==> config.mk <==
export PLATFORM = sky130hd
export DESIGN_NAME = ohc_mod_to_binary_pipe
export DESIGN_NICKNAME = d
export VERILOG_FILES = /design/src/rtl/rns_ohc_pkg.sv /design/src/rtl/ohc_encode.sv /design/src/rtl/ohc_mod_to_binary_pipe.sv
export SDC_FILE = /design/constraint.sdc
export NUM_CORES = 1
export LEC_CHECK = 0
export CAP_MARGIN = 20
export CORE_MARGIN = 2
export CORE_UTILIZATION = 35
export CTS_CLUSTER_SIZE = 40
export DETAILED_ROUTE_END_ITERATION = 16
export PLACE_DENSITY_LB_ADDON = 0.1
export SETUP_SLACK_MARGIN = 0.15
export SYNTH_ARGS = -nofsm -noshare
export SYNTH_HDL_FRONTEND = slang
export SYNTH_SLANG_ARGS = --single-unit
==> constraint.sdc <==
create_clock -name clk -period 2 [get_ports clk]
set_clock_uncertainty 0.15 [all_clocks]
set_input_delay 0.2 -clock clk [delete_from_list [all_inputs] [get_ports clk]]
set_output_delay 0.2 -clock clk [all_outputs]
set_load 0.02 [all_outputs]
==> src/rtl/rns_ohc_pkg.sv <==
// rns_ohc_pkg
//   Items shared by the RNS one-hot-code blocks:
//     ERR_CNT_W            - width of the saturating error counters
//     OHC_MOD_MIN/MAX      - legal modulus range for one-hot residue blocks
//     err_cnt_t            - error counter type
//     ohc_bin_w(mod)       - binary residue width for a given modulus
package rns_ohc_pkg;

    localparam int unsigned ERR_CNT_W   = 16;
    localparam int unsigned OHC_MOD_MIN = 2;
    localparam int unsigned OHC_MOD_MAX = 64;

    typedef logic [ERR_CNT_W-1:0] err_cnt_t;

    // Residues 0..mod-1 need $clog2(mod) bits; never less than one bit.
    function automatic int unsigned ohc_bin_w(input int unsigned mod);
        return (mod <= 2) ? 1 : $clog2(mod);
    endfunction

endpackage

==> src/rtl/ohc_encode.sv <==
// ohc_encode
//   Combinational one-hot validator and encoder for an RNS residue.
//   Parameters:
//     modulus (MOD), also the one-hot input width (2..64)
//     OUT_W  - binary residue width
//   Ports:
//     ohc_i  [MOD-1:0]   one-hot residue, bit k set encodes residue k
//     bin_o  [OUT_W-1:0] binary residue, 0 whenever err_o is set
//     err_o              input was not exactly one-hot
module ohc_encode
    import rns_ohc_pkg::*;
#(
    parameter int unsigned MOD   = 7,
    parameter int unsigned OUT_W = ohc_bin_w(MOD)
) (
    input  logic [MOD-1:0]   ohc_i,
    output logic [OUT_W-1:0] bin_o,
    output logic             err_o
);

    if ((MOD < OHC_MOD_MIN) || (MOD > OHC_MOD_MAX)) begin : g_bad_mod
        $fatal(1, "ohc_encode: MOD=%0d outside legal range", MOD);
    end

    logic             seen_one;
    logic             seen_many;
    logic [OUT_W-1:0] idx;

    // seen_many latches once a second set bit follows the first, so the
    // scan distinguishes zero / one / several bits without a popcount.
    always_comb begin
        seen_one  = 1'b0;
        seen_many = 1'b0;
        idx       = '0;
        for (int unsigned k = 0; k < MOD; k++) begin
            if (ohc_i[k]) begin
                seen_many = seen_many | seen_one;
                seen_one  = 1'b1;
                idx       = OUT_W'(k);
            end
        end
        err_o = !seen_one || seen_many;
        bin_o = err_o ? '0 : idx;
    end

endmodule

==> src/rtl/ohc_mod_to_binary_pipe.sv <==
// ohc_mod_to_binary_pipe
//   Two-stage valid/ready pipeline converting a one-hot RNS residue to
//   binary. S1 registers the input word, S2 registers the encoded residue
//   and the not-one-hot error flag.
//   Build option: define OHC_ERR_CNT_EN to include the saturating error
//   counter; otherwise err_cnt is tied to zero and err_clr is ignored.
//   Parameters:
//     modulus (MOD), also the one-hot input width (2..64)
//     OUT_W  - binary residue width (leave at default)
//   Ports:
//     clk, rst_n           clock, asynchronous active-low reset
//     in_valid/in_ready    input handshake, in_ohc [MOD-1:0] payload
//     out_valid/out_ready  output handshake
//     out_bin [OUT_W-1:0]  binary residue
//     out_err              input word was not exactly one-hot
//     err_clr              synchronous clear of err_cnt
//     err_cnt [15:0]       saturating count of errored output transfers
module ohc_mod_to_binary_pipe
    import rns_ohc_pkg::*;
#(
    parameter int unsigned MOD   = 7,
    parameter int unsigned OUT_W = ohc_bin_w(MOD)
) (
    input  logic                 clk,
    input  logic                 rst_n,
    input  logic                 in_valid,
    output logic                 in_ready,
    input  logic [MOD-1:0]       in_ohc,
    output logic                 out_valid,
    input  logic                 out_ready,
    output logic [OUT_W-1:0]     out_bin,
    output logic                 out_err,
    input  logic                 err_clr,
    output logic [ERR_CNT_W-1:0] err_cnt
);

    if ((MOD < OHC_MOD_MIN) || (MOD > OHC_MOD_MAX)) begin : g_bad_mod
        $fatal(1, "ohc_mod_to_binary_pipe: MOD=%0d outside legal range", MOD);
    end

    logic             v1_q, v1_d;
    logic [MOD-1:0]   ohc1_q, ohc1_d;
    logic             v2_q, v2_d;
    logic [OUT_W-1:0] bin2_q, bin2_d;
    logic             err2_q, err2_d;

    logic             in_xfer;
    logic             out_xfer;
    logic             s1_adv;
    logic [OUT_W-1:0] enc_bin;
    logic             enc_err;

    ohc_encode #(
        .MOD   (MOD),
        .OUT_W (OUT_W)
    ) u_encode (
        .ohc_i (ohc1_q),
        .bin_o (enc_bin),
        .err_o (enc_err)
    );

    // Ready only falls when both stages are full and the output is stalled,
    // so a full pipe still accepts a word in the cycle it drains one.
    assign in_ready  = !v1_q || !v2_q || out_ready;
    assign in_xfer   = in_valid && in_ready;
    assign out_xfer  = v2_q && out_ready;
    assign s1_adv    = v1_q && (!v2_q || out_ready);

    assign out_valid = v2_q;
    assign out_bin   = bin2_q;
    assign out_err   = err2_q;

    always_comb begin
        v1_d   = v1_q;
        ohc1_d = ohc1_q;
        v2_d   = v2_q;
        bin2_d = bin2_q;
        err2_d = err2_q;

        // A new word overrides the S1 drain in the same cycle.
        if (in_xfer) begin
            v1_d   = 1'b1;
            ohc1_d = in_ohc;
        end else if (s1_adv) begin
            v1_d = 1'b0;
        end

        // S2 payload changes only on advance, which requires out_ready
        // when S2 is occupied, keeping a stalled result stable.
        if (s1_adv) begin
            v2_d   = 1'b1;
            bin2_d = enc_bin;
            err2_d = enc_err;
        end else if (out_xfer) begin
            v2_d = 1'b0;
        end
    end

    always_ff @(posedge clk or negedge rst_n) begin
        if (!rst_n) begin
            v1_q   <= 1'b0;
            ohc1_q <= '0;
            v2_q   <= 1'b0;
            bin2_q <= '0;
            err2_q <= 1'b0;
        end else begin
            v1_q   <= v1_d;
            ohc1_q <= ohc1_d;
            v2_q   <= v2_d;
            bin2_q <= bin2_d;
            err2_q <= err2_d;
        end
    end

`ifdef OHC_ERR_CNT_EN
    err_cnt_t err_cnt_q, err_cnt_d;
    logic     cnt_evt;

    assign cnt_evt = out_xfer && err2_q;

    // Clear wins over increment but still counts the coincident event.
    always_comb begin
        err_cnt_d = err_cnt_q;
        if (err_clr) begin
            err_cnt_d = cnt_evt ? ERR_CNT_W'(1) : '0;
        end else if (cnt_evt && (err_cnt_q != '1)) begin
            err_cnt_d = err_cnt_q + ERR_CNT_W'(1);
        end
    end

    always_ff @(posedge clk or negedge rst_n) begin
        if (!rst_n) begin
            err_cnt_q <= '0;
        end else begin
            err_cnt_q <= err_cnt_d;
        end
    end

    assign err_cnt = err_cnt_q;
`else
    logic unused_err_clr;

    assign unused_err_clr = err_clr;
    assign err_cnt        = '0;
`endif

endmodule

==> results.sh, run 1 <==
export IMPL_status="completed"
export IMPL_antenna_found_initial=0
export IMPL_crit_chain="clkdlybuf4s50_1"
export IMPL_dieArea_mm2=0.002434
export IMPL_cp_top_family="buffers and inverters"
export IMPL_viasPerCell=4.357
export IMPL_grt_start_max_net_pins=14
export IMPL_syn_inst=69
export IMPL_wl_per_cell_um=9.939
export IMPL_cts_buffers=3
export IMPL_syn_cell_area_um2=719.4
export IMPL_final_cell_mix="conb_1, clkdlybuf4s50_1, dfrtp_1, mux2_2, nand2_1"
export IMPL_synth_warning_count=0
export IMPL_relSlewSlack=0.6056
export IMPL_drv_cap=0
export IMPL_synth_seq_area_share=0.4522
export IMPL_initial_utilization=0.3705
export IMPL_postCtsSetupBuffers=0
export IMPL_multiInputGateArea_um2=326.6
export IMPL_htreeDepth=1
export IMPL_start_kind="flip-flop"
export IMPL_vias=501
export IMPL_cts_sinks=13
export IMPL_route_detailed_drc=0
export IMPL_die_w_um=49.34
export IMPL_hold_ws_ps=149.2
export IMPL_path_class="reg -> out"
export IMPL_cp_end_kind="primary output"
export IMPL_drive_above_1_share=0.1364
export IMPL_pre_cts_ws_ps=230.5
export IMPL_cts_tree="yes"
export IMPL_place_area_um2=849.6
export IMPL_dr_pass1_iters=4
export IMPL_fin_setup_tns_ps=0
export IMPL_grt_usage=0.1017
export IMPL_final_area_um2=878.3
export IMPL_total_power_uw=664.3
export IMPL_io_pins=34
export IMPL_overflow=0
export IMPL_critPathMaxFanout=3
export IMPL_cts_clk_slew_worst_paths_ps=80
export IMPL_maxSlewViolCount=0
export IMPL_hold_violations=0
export IMPL_hpwl_um=871.8
export IMPL_syn2layout_area_growth_pct=22.09
export IMPL_worst_slew_pin_slew_ps=589.7
export IMPL_nets=101
export IMPL_cts_root_buf="clkbuf_4"
export IMPL_cts_buffer_depth=2
export IMPL_fp_dieH_um=49.34
export IMPL_fin_crit_sh=0.8033
export IMPL_min_period_ps=1607
export IMPL_drt_initial_drc_count=10
export IMPL_place_congestion=0.6671
export IMPL_ant_nets=0
export IMPL_cp_slowest_stage_delay_ps=610
export IMPL_synth_cell_type_count=19
export IMPL_fp_coreArea_mm2=0.001942
export IMPL_synth_seq_cells=13
export IMPL_grt_setup_unrepaired="false"
export IMPL_ir_drop_uv=354.4
export IMPL_diodes=0
export IMPL_p_leak_nw=0.3779
export IMPL_portBuffers=16
export IMPL_seqCellArea_um2=325.3
export IMPL_setup_viol=0
export IMPL_layout_commonest_cell="conb_1"
export IMPL_cpMaxStageDelayCell="clkdlybuf4s50_1"
export IMPL_crit_arrival_ps=1260
export IMPL_drt_total_wl_mm=1.143
export IMPL_hold_class="in -> async"
export IMPL_cp_data_required_time_ps=1650
export IMPL_rows=16
export IMPL_worst_slack_ps=393.4
export IMPL_fill_cells=214
export IMPL_critPathBufInv=1
export IMPL_clk_latency_ps=270
export IMPL_powerDensity_mw_per_mm2=756.3
export IMPL_grt_pass1_wl_mm=1.863
export IMPL_fmax_mhz=622.4
export IMPL_avgSynthCellArea_um2=10.43
export IMPL_grt_pass1_vias=437
-- cell type report --
| cell class | instances | area share |
|---|---|---|
| clock buffers | 4 | 0.02991 |
| inverters | 1 | 0.004274 |
| multi-input cells | 54 | 0.3718 |
| flip-flops and latches | 13 | 0.3704 |
| well taps | 27 | 0.03846 |
| repair buffers | 16 | 0.1852 |
-- flip-flops by register name, indices dropped and copies added (netlist names) --
signal,cells
out_bin,3
out_valid,1
out_err,1
v1_q,1
ohc1_q,7
-- worst paths after layout --
path	startpoint	endpoint	slack [ps]	depth (start not counted)
max in group asynchronous	rst_n	ohc1_q[0]	1160	1
min reg2reg	out_bin[2]	out_bin[2]	330	2
max	out_valid	out_valid	390	1
min in group clk	out_bin[2]	out_bin[2]	330	2
min	rst_n	out_bin[2]	150	1
max reg2reg	ohc1_q[0]	out_bin[1]	410	3
-- Yosys cell counts, drive strengths merged --
library cell,count,area (µm²)
xor2,1,8.760
a2111oi,2,18.77
dfrtp,13,325.3
inv,1,3.750
mux2,8,90.09
nand2b,4,25.02
a21oi,3,15.01
nand2,7,26.28
o41ai,2,17.52
nand3,1,5.000
nor4,1,12.51
nor2,4,15.01
o21ai,3,15.01
conb,1,3.750
nand3b,1,7.510
mux2i,1,10.01
buf,16,120.1
-- stage by stage --
step	util	instances
floorplan	-	84
global placement	0.4375	111
detailed placement	0.4375	111
CTS	0.4510	115
global route	0.4523	115
finish	0.4523	115
-- power breakdown --
part           switching [mW]  leakage (nW)  internal, mW
Combinational          0.0909         0.207        0.0827
Sequential             0.0385         0.156         0.295
Clock                  0.0799        0.0150        0.0772
-- logic make-up after synthesis --
| family | share of synthesized area |
|---|---|
| buffers and inverters | 0.1722 |
| other | 0.005212 |
| and+or+nand+nor | 0.1269 |
| muxes | 0.1391 |
| AOI/OAI and AO/OA | 0.09217 |
| xor gates and xnor gates | 0.01218 |
| DFF | 0.4522 |
-- worst register-to-register path, cell delays in order (launching register included) --
cell and delay (ps):
dfrtp_1 420, nor4_2 530, a21oi_1 140, o41ai_1 250
-- layer usage --
| metal | vias up | global-route usage | part of all wire |
|---|---|---|---|
| met5 | - | 0 | 0 |
| met3 | 2 | 0.02761 | 0.055 |
| met4 | 0 | 0.05714 | 0.011 |
| met2 | 18 | 0.1441 | 0.47 |
| li1 | 243 | - | - |
| met1 | 238 | 0.1382 | 0.46 |
-- repair_timing --
item | CTS | global route
hold buffers | 0 | 0
gates resized for setup | 0 | 1
setup endpoints to repair | 0 | 1
Power figures use the tool's default switching activity.
==> run 2: changes to the inputs <==
==> constraint.sdc (replaced) <==
create_clock -name clk -period 1.3 [get_ports clk]
set_clock_uncertainty 0.15 [all_clocks]
set_input_delay 0.13 -clock clk [delete_from_list [all_inputs] [get_ports clk]]
set_output_delay 0.13 -clock clk [all_outputs]
set_load 0.02 [all_outputs]
==> run 2 against run 1 <==
The run now ends with negative setup slack left. Power increased by 88%. Setup slack got worse by 610 ps. Routed wire length increased by 44%. Register-to-register slack got worse by 630 ps. Sequential power increased by 63%. Clock-buffer cell count unchanged. Via count increased by 20%. Sequential share of layout area decreased by 7.9 points. Critical path type is now reg -> reg.
==> results.sh, run 2 (synthesis gave the netlist of run 1 again) <==
export IMPL_status="complete, but fails checks"
export IMPL_violations="negative setup slack"
export IMPL_clk_latency_ps=280
export IMPL_cts_clk_slew_worst_paths_ps=80
export IMPL_layout_commonest_cell="buf_4"
export IMPL_viasPerCell=4.434
export IMPL_grt_start_max_net_pins=9
export IMPL_nets=122
export IMPL_syn2layout_area_growth_pct=58.61
export IMPL_ir_drop_uv=636.2
export IMPL_cts_root_buf="clkbuf_4"
export IMPL_portBuffers=16
export IMPL_fmax_mhz=658.3
export IMPL_vias=603
export IMPL_worst_slack_ps=-219.0
export IMPL_hpwl_mm=1.180
export IMPL_fill_cells=184
export IMPL_rows=16
export IMPL_setup_viol=11
export IMPL_cts_buffers=3
export IMPL_place_congestion=0.6387
export IMPL_dieArea_mm2=0.002434
export IMPL_cp_data_required_time_ps=1330
export IMPL_final_area_mm2=0.001141
export IMPL_final_cell_mix="buf_4, conb_1, clkdlybuf4s50_1, mux2_4, dfrtp_1"
export IMPL_drt_initial_drc_count=2
export IMPL_seqCellArea_um2=332.8
export IMPL_antenna_found_initial=0
export IMPL_fin_crit_sh=1.168
export IMPL_place_area_mm2=0.001002
export IMPL_ant_nets=0
export IMPL_regMostFlops="ohc1_q"
export IMPL_grt_pass1_wl_mm=2.628
export IMPL_multiInputGateArea_um2=437.9
export IMPL_io_pins=34
export IMPL_grt_pass1_vias=566
export IMPL_powerDensity_mw_per_mm2=1095
export IMPL_start_kind="flip-flop"
export IMPL_diodes=0
export IMPL_cp_end_kind="flip-flop"
export IMPL_initial_utilization=0.3705
export IMPL_cts_tree="yes"
export IMPL_htreeDepth=1
export IMPL_hold_class="in -> async"
export IMPL_fp_coreArea_mm2=0.001942
export IMPL_drt_total_wl_mm=1.650
export IMPL_p_leak_nw=0.5333
export IMPL_route_detailed_drc=0
export IMPL_min_period_ps=1519
export IMPL_path_class="reg -> reg"
export IMPL_cts_sinks=13
export IMPL_wl_per_cell_um=12.13
export IMPL_grt_usage=0.1507
export IMPL_grt_setup_unrepaired="true"
export IMPL_dr_pass1_iters=3
export IMPL_fp_dieH_um=49.34
export IMPL_drive_above_1_share=0.4771
export IMPL_largest_reg_flops=7
export IMPL_drv_cap=0
export IMPL_critPathMaxFanout=4
export IMPL_hold_violations=0
export IMPL_die_w_um=49.34
export IMPL_pre_cts_ws_ps=-302.6
export IMPL_overflow=0
export IMPL_crit_arrival_ps=1550
export IMPL_maxSlewViolCount=0
export IMPL_cts_buffer_depth=2
## run 2: changes by cell type in the layout (fill, tap and decap cells not counted), moves of 3 or more
| cell | before | now |
|---|---|---|
| buf_2 | 0 | 4 |
| buf_4 | 0 | 19 |
| buf_6 | 0 | 3 |
| clkdlybuf4s50_1 | 15 | 10 |
| dfrtp_1 | 13 | 7 |
| dfrtp_2 | 0 | 6 |
| mux2_2 | 8 | 1 |
| mux2_4 | 0 | 7 |
## run 2: worst paths after layout
path,from,to,slack (ps),cells after the start
worst max-delay path,ohc1_q[0],out_bin[0],-220,3
worst min-delay path,rst_n,v1_q,7,2
worst max register to register,ohc1_q[0],out_bin[0],-220,3
worst min register to register,out_err,out_err,340,2
max in group asynchronous,rst_n,out_valid,280,2
min in group clk,in_ohc[3],ohc1_q[3],310,2
## run 2: area by class of cell
class,instances,area share
multi-input cells,54,0.3838
flip-flops and latches,13,0.2917
well taps,27,0.02961
inverters,1,0.003289
repair buffers,37,0.2686
clock buffers,4,0.02303
## run 2: power by group
group	switching, mW	internal [mW]
clock network	0.137	0.119
logic	0.203	0.246
registers	0.0840	0.459
## run 2: worst max-delay path, stage by stage, from the launching register on
cell       delay [ps]
dfrtp_2           460
a2111oi_4         380
nor2_2            100
o41ai_2           340
## run 2: per-stage QoR
stage          hold slack, ps  cells  power, mW  TNS, ps    util
3_5_place_dp            243.6    124     0.9208    -3080  0.5161
2_1_floorplan          -315.6     84     0.7727    -1753       -
5_1_grt                 24.26    136      1.316    -1764  0.5876
6_report                7.283    136      1.249    -1117  0.5876
4_1_cts                 15.60    133      1.234   -869.5  0.5715
3_3_place_gp            231.7    124     0.9096    -2964  0.5161
## run 2: routing by layer
layer / routed length [µm] / vias up / part of all wire / GRT usage
met5: 0 / - / 0 / 0
met4: 33 / 0 / 0.020 / 0.1095
met3: 65 / 4 / 0.039 / 0.03067
met2: 879 / 21 / 0.53 / 0.2500
met1: 672 / 291 / 0.41 / 0.1702
li1: - / 287 / - / -
## run 2: what timing repair did
item	CTS	global route
pin swaps	4	3
endpoints found under the setup margin	17	14
gates resized for setup	35	7
buffers inserted	4	3
hold buffers	1	0
hold endpoints to repair	5	0
==> run 3: changes to the inputs <==
--- a/config.mk
+++ b/config.mk
@@ -6,8 +6,10 @@
 export NUM_CORES = 1
 export LEC_CHECK = 0
 export CAP_MARGIN = 20
+export CELL_PAD_IN_SITES_DETAIL_PLACEMENT = 2
+export CELL_PAD_IN_SITES_GLOBAL_PLACEMENT = 2
 export CORE_MARGIN = 2
-export CORE_UTILIZATION = 35
+export CORE_UTILIZATION = 20
 export CTS_CLUSTER_SIZE = 40
 export DETAILED_ROUTE_END_ITERATION = 16
 export PLACE_DENSITY_LB_ADDON = 0.1
==> run 3 against run 2 <==
The flow still finishes with violations (negative setup slack). Utilization shrank 24 points. Setup slack lost 50 ps. Sequential power shrank 2%. Die area grew 68%. Clock-buffer cell count is the same. Largest cell class unchanged. Largest power group unchanged.
==> results.sh, run 3 (synthesis gave the netlist of run 1 again) <==
export IMPL_status="complete, but fails checks"
export IMPL_violations="negative setup slack"
export IMPL_fin_setup_tns_ps=-1218
export IMPL_r2r_start="ohc1_q[4]"
export IMPL_worst_slack_ps=-269.2
export IMPL_place_congestion=0.6505
export IMPL_initial_utilization=0.2123
export IMPL_pwr_share_comb=0.384
export IMPL_critPathMaxFanout=4
export IMPL_cts_sinks=13
export IMPL_dp_cells=148
export IMPL_regMostFlops="ohc1_q"
export IMPL_fp_coreArea_mm2=0.003390
export IMPL_cp_end_kind="flip-flop"
export IMPL_overflow=0
export IMPL_grt_pass1_wl_mm=3.008
export IMPL_grt_usage=0.09855
export IMPL_nets=123
export IMPL_cts_tree="yes"
export IMPL_drive_above_1_share=0.5000
export IMPL_grt_setup_unrepaired="true"
export IMPL_ir_drop_uv=310.0
export IMPL_drt_total_wl_mm=1.911
export IMPL_cp_data_required_time_ps=1330
export IMPL_fin_crit_sh=1.207
export IMPL_powerDensity_mw_per_mm2=1077
export IMPL_min_period_ps=1569
export IMPL_hold_class="in -> async"
export IMPL_portBuffers=16
export IMPL_power_frac_clock=0.198
export IMPL_total_power_mw=1.279
export IMPL_crit_start="ohc1_q[4]"
export IMPL_hold_ws_ps=15.05
export IMPL_p_sw_uw=436.6
export IMPL_io_pins=34
export IMPL_largest_reg_flops=7
export IMPL_rows=21
export IMPL_htreeDepth=1
export IMPL_maxSlewViolCount=0
export IMPL_final_core_util=0.3503
export IMPL_crit_arrival_ps=1590
export IMPL_fmax_mhz=637.3
export IMPL_antenna_found_initial=0
export IMPL_cts_buffer_depth=2
export IMPL_cts_buffers=3
export IMPL_clk_latency_ps=270
export IMPL_final_area_mm2=0.001187
export IMPL_route_detailed_drc=0
export IMPL_die_w_um=63.98
export IMPL_ant_nets=0
export IMPL_final_cell_mix="buf_4, conb_1, clkdlybuf4s50_1, mux2_4, dfrtp_1"
export IMPL_dr_pass1_iters=2
export IMPL_path_class="reg -> reg"
export IMPL_place_area_mm2=0.001064
export IMPL_syn2layout_area_growth_pct=65.04
export IMPL_p_leak_nw=0.5424
export IMPL_intPower_uw=842.0
export IMPL_drt_initial_drc_count=13
export IMPL_start_kind="flip-flop"
export IMPL_swShare=0.3415
export IMPL_viasPerCell=3.891
export IMPL_dieArea_mm2=0.004093
export IMPL_vias=607
export IMPL_hold_violations=0
export IMPL_cts_root_buf="clkbuf_4"
export IMPL_setup_viol=11
export IMPL_drv_cap=0
export IMPL_stdcell_count=156
export IMPL_grt_pass1_vias=638
export IMPL_diodes=0
export IMPL_pre_cts_ws_ps=-314.8
export IMPL_fp_dieH_um=63.98
export IMPL_wl_per_cell_um=12.25
export IMPL_hpwl_mm=1.439
export IMPL_layout_commonest_cell="buf_4"
export IMPL_cts_clk_slew_worst_paths_ps=80
export IMPL_pwr_share_seq=0.418
export IMPL_grt_start_max_net_pins=14
## run 3: repair_timing
action,4_1_cts,5_1_grt
gates resized for setup,35,11
pin swaps,2,7
setup buffers,1,3
hold buffers,0,0
setup endpoints to repair,17,13
## run 3: power groups by stage
stage / clock network [mW] / registers [mW] / logic [mW]
2_1_floorplan: 0 / 0.544 / 0.228
3_3_place_gp: 0 / 0.525 / 0.417
3_5_place_dp: 0 / 0.529 / 0.432
4_1_cts: 0.272 / 0.537 / 0.453
5_1_grt: 0.285 / 0.545 / 0.530
6_report: 0.254 / 0.534 / 0.491
## run 3: layer usage
layer	vias to the layer above	GRT usage	wire length (µm)
li1	288	-	-
met1	294	0.1150	800
met2	23	0.1602	947
met3	2	0.02289	125
met4	0	0.06522	37
met5	-	0	0
## run 3: path summary, 6_finish.rpt
path / to / slack, ps / depth (start not counted)
max in group asynchronous: out_valid / 810 / 2
min in group clk: ohc1_q[5] / 320 / 2
worst max-delay path: out_bin[0] / -270 / 4
worst min-delay path: out_bin[0] / 20 / 2
worst min register to register: out_bin[0] / 330 / 2
worst max register to register: out_bin[0] / -270 / 4
## run 3: layout make-up
type                    instances  area [µm²]
well taps                      46       57.56
clock buffers                   4       26.28
flip-flops and latches         13       332.8
multi-input cells              54       447.9
fillers                       370        2202
inverters                       1       3.754
repair buffers                 38       319.1
## run 3: worst max-delay path: stages, from the launching register on
cell       delay, ps
dfrtp_2          450
buf_6            130
a2111oi_4        330
nor2_4            80
o41ai_2          330
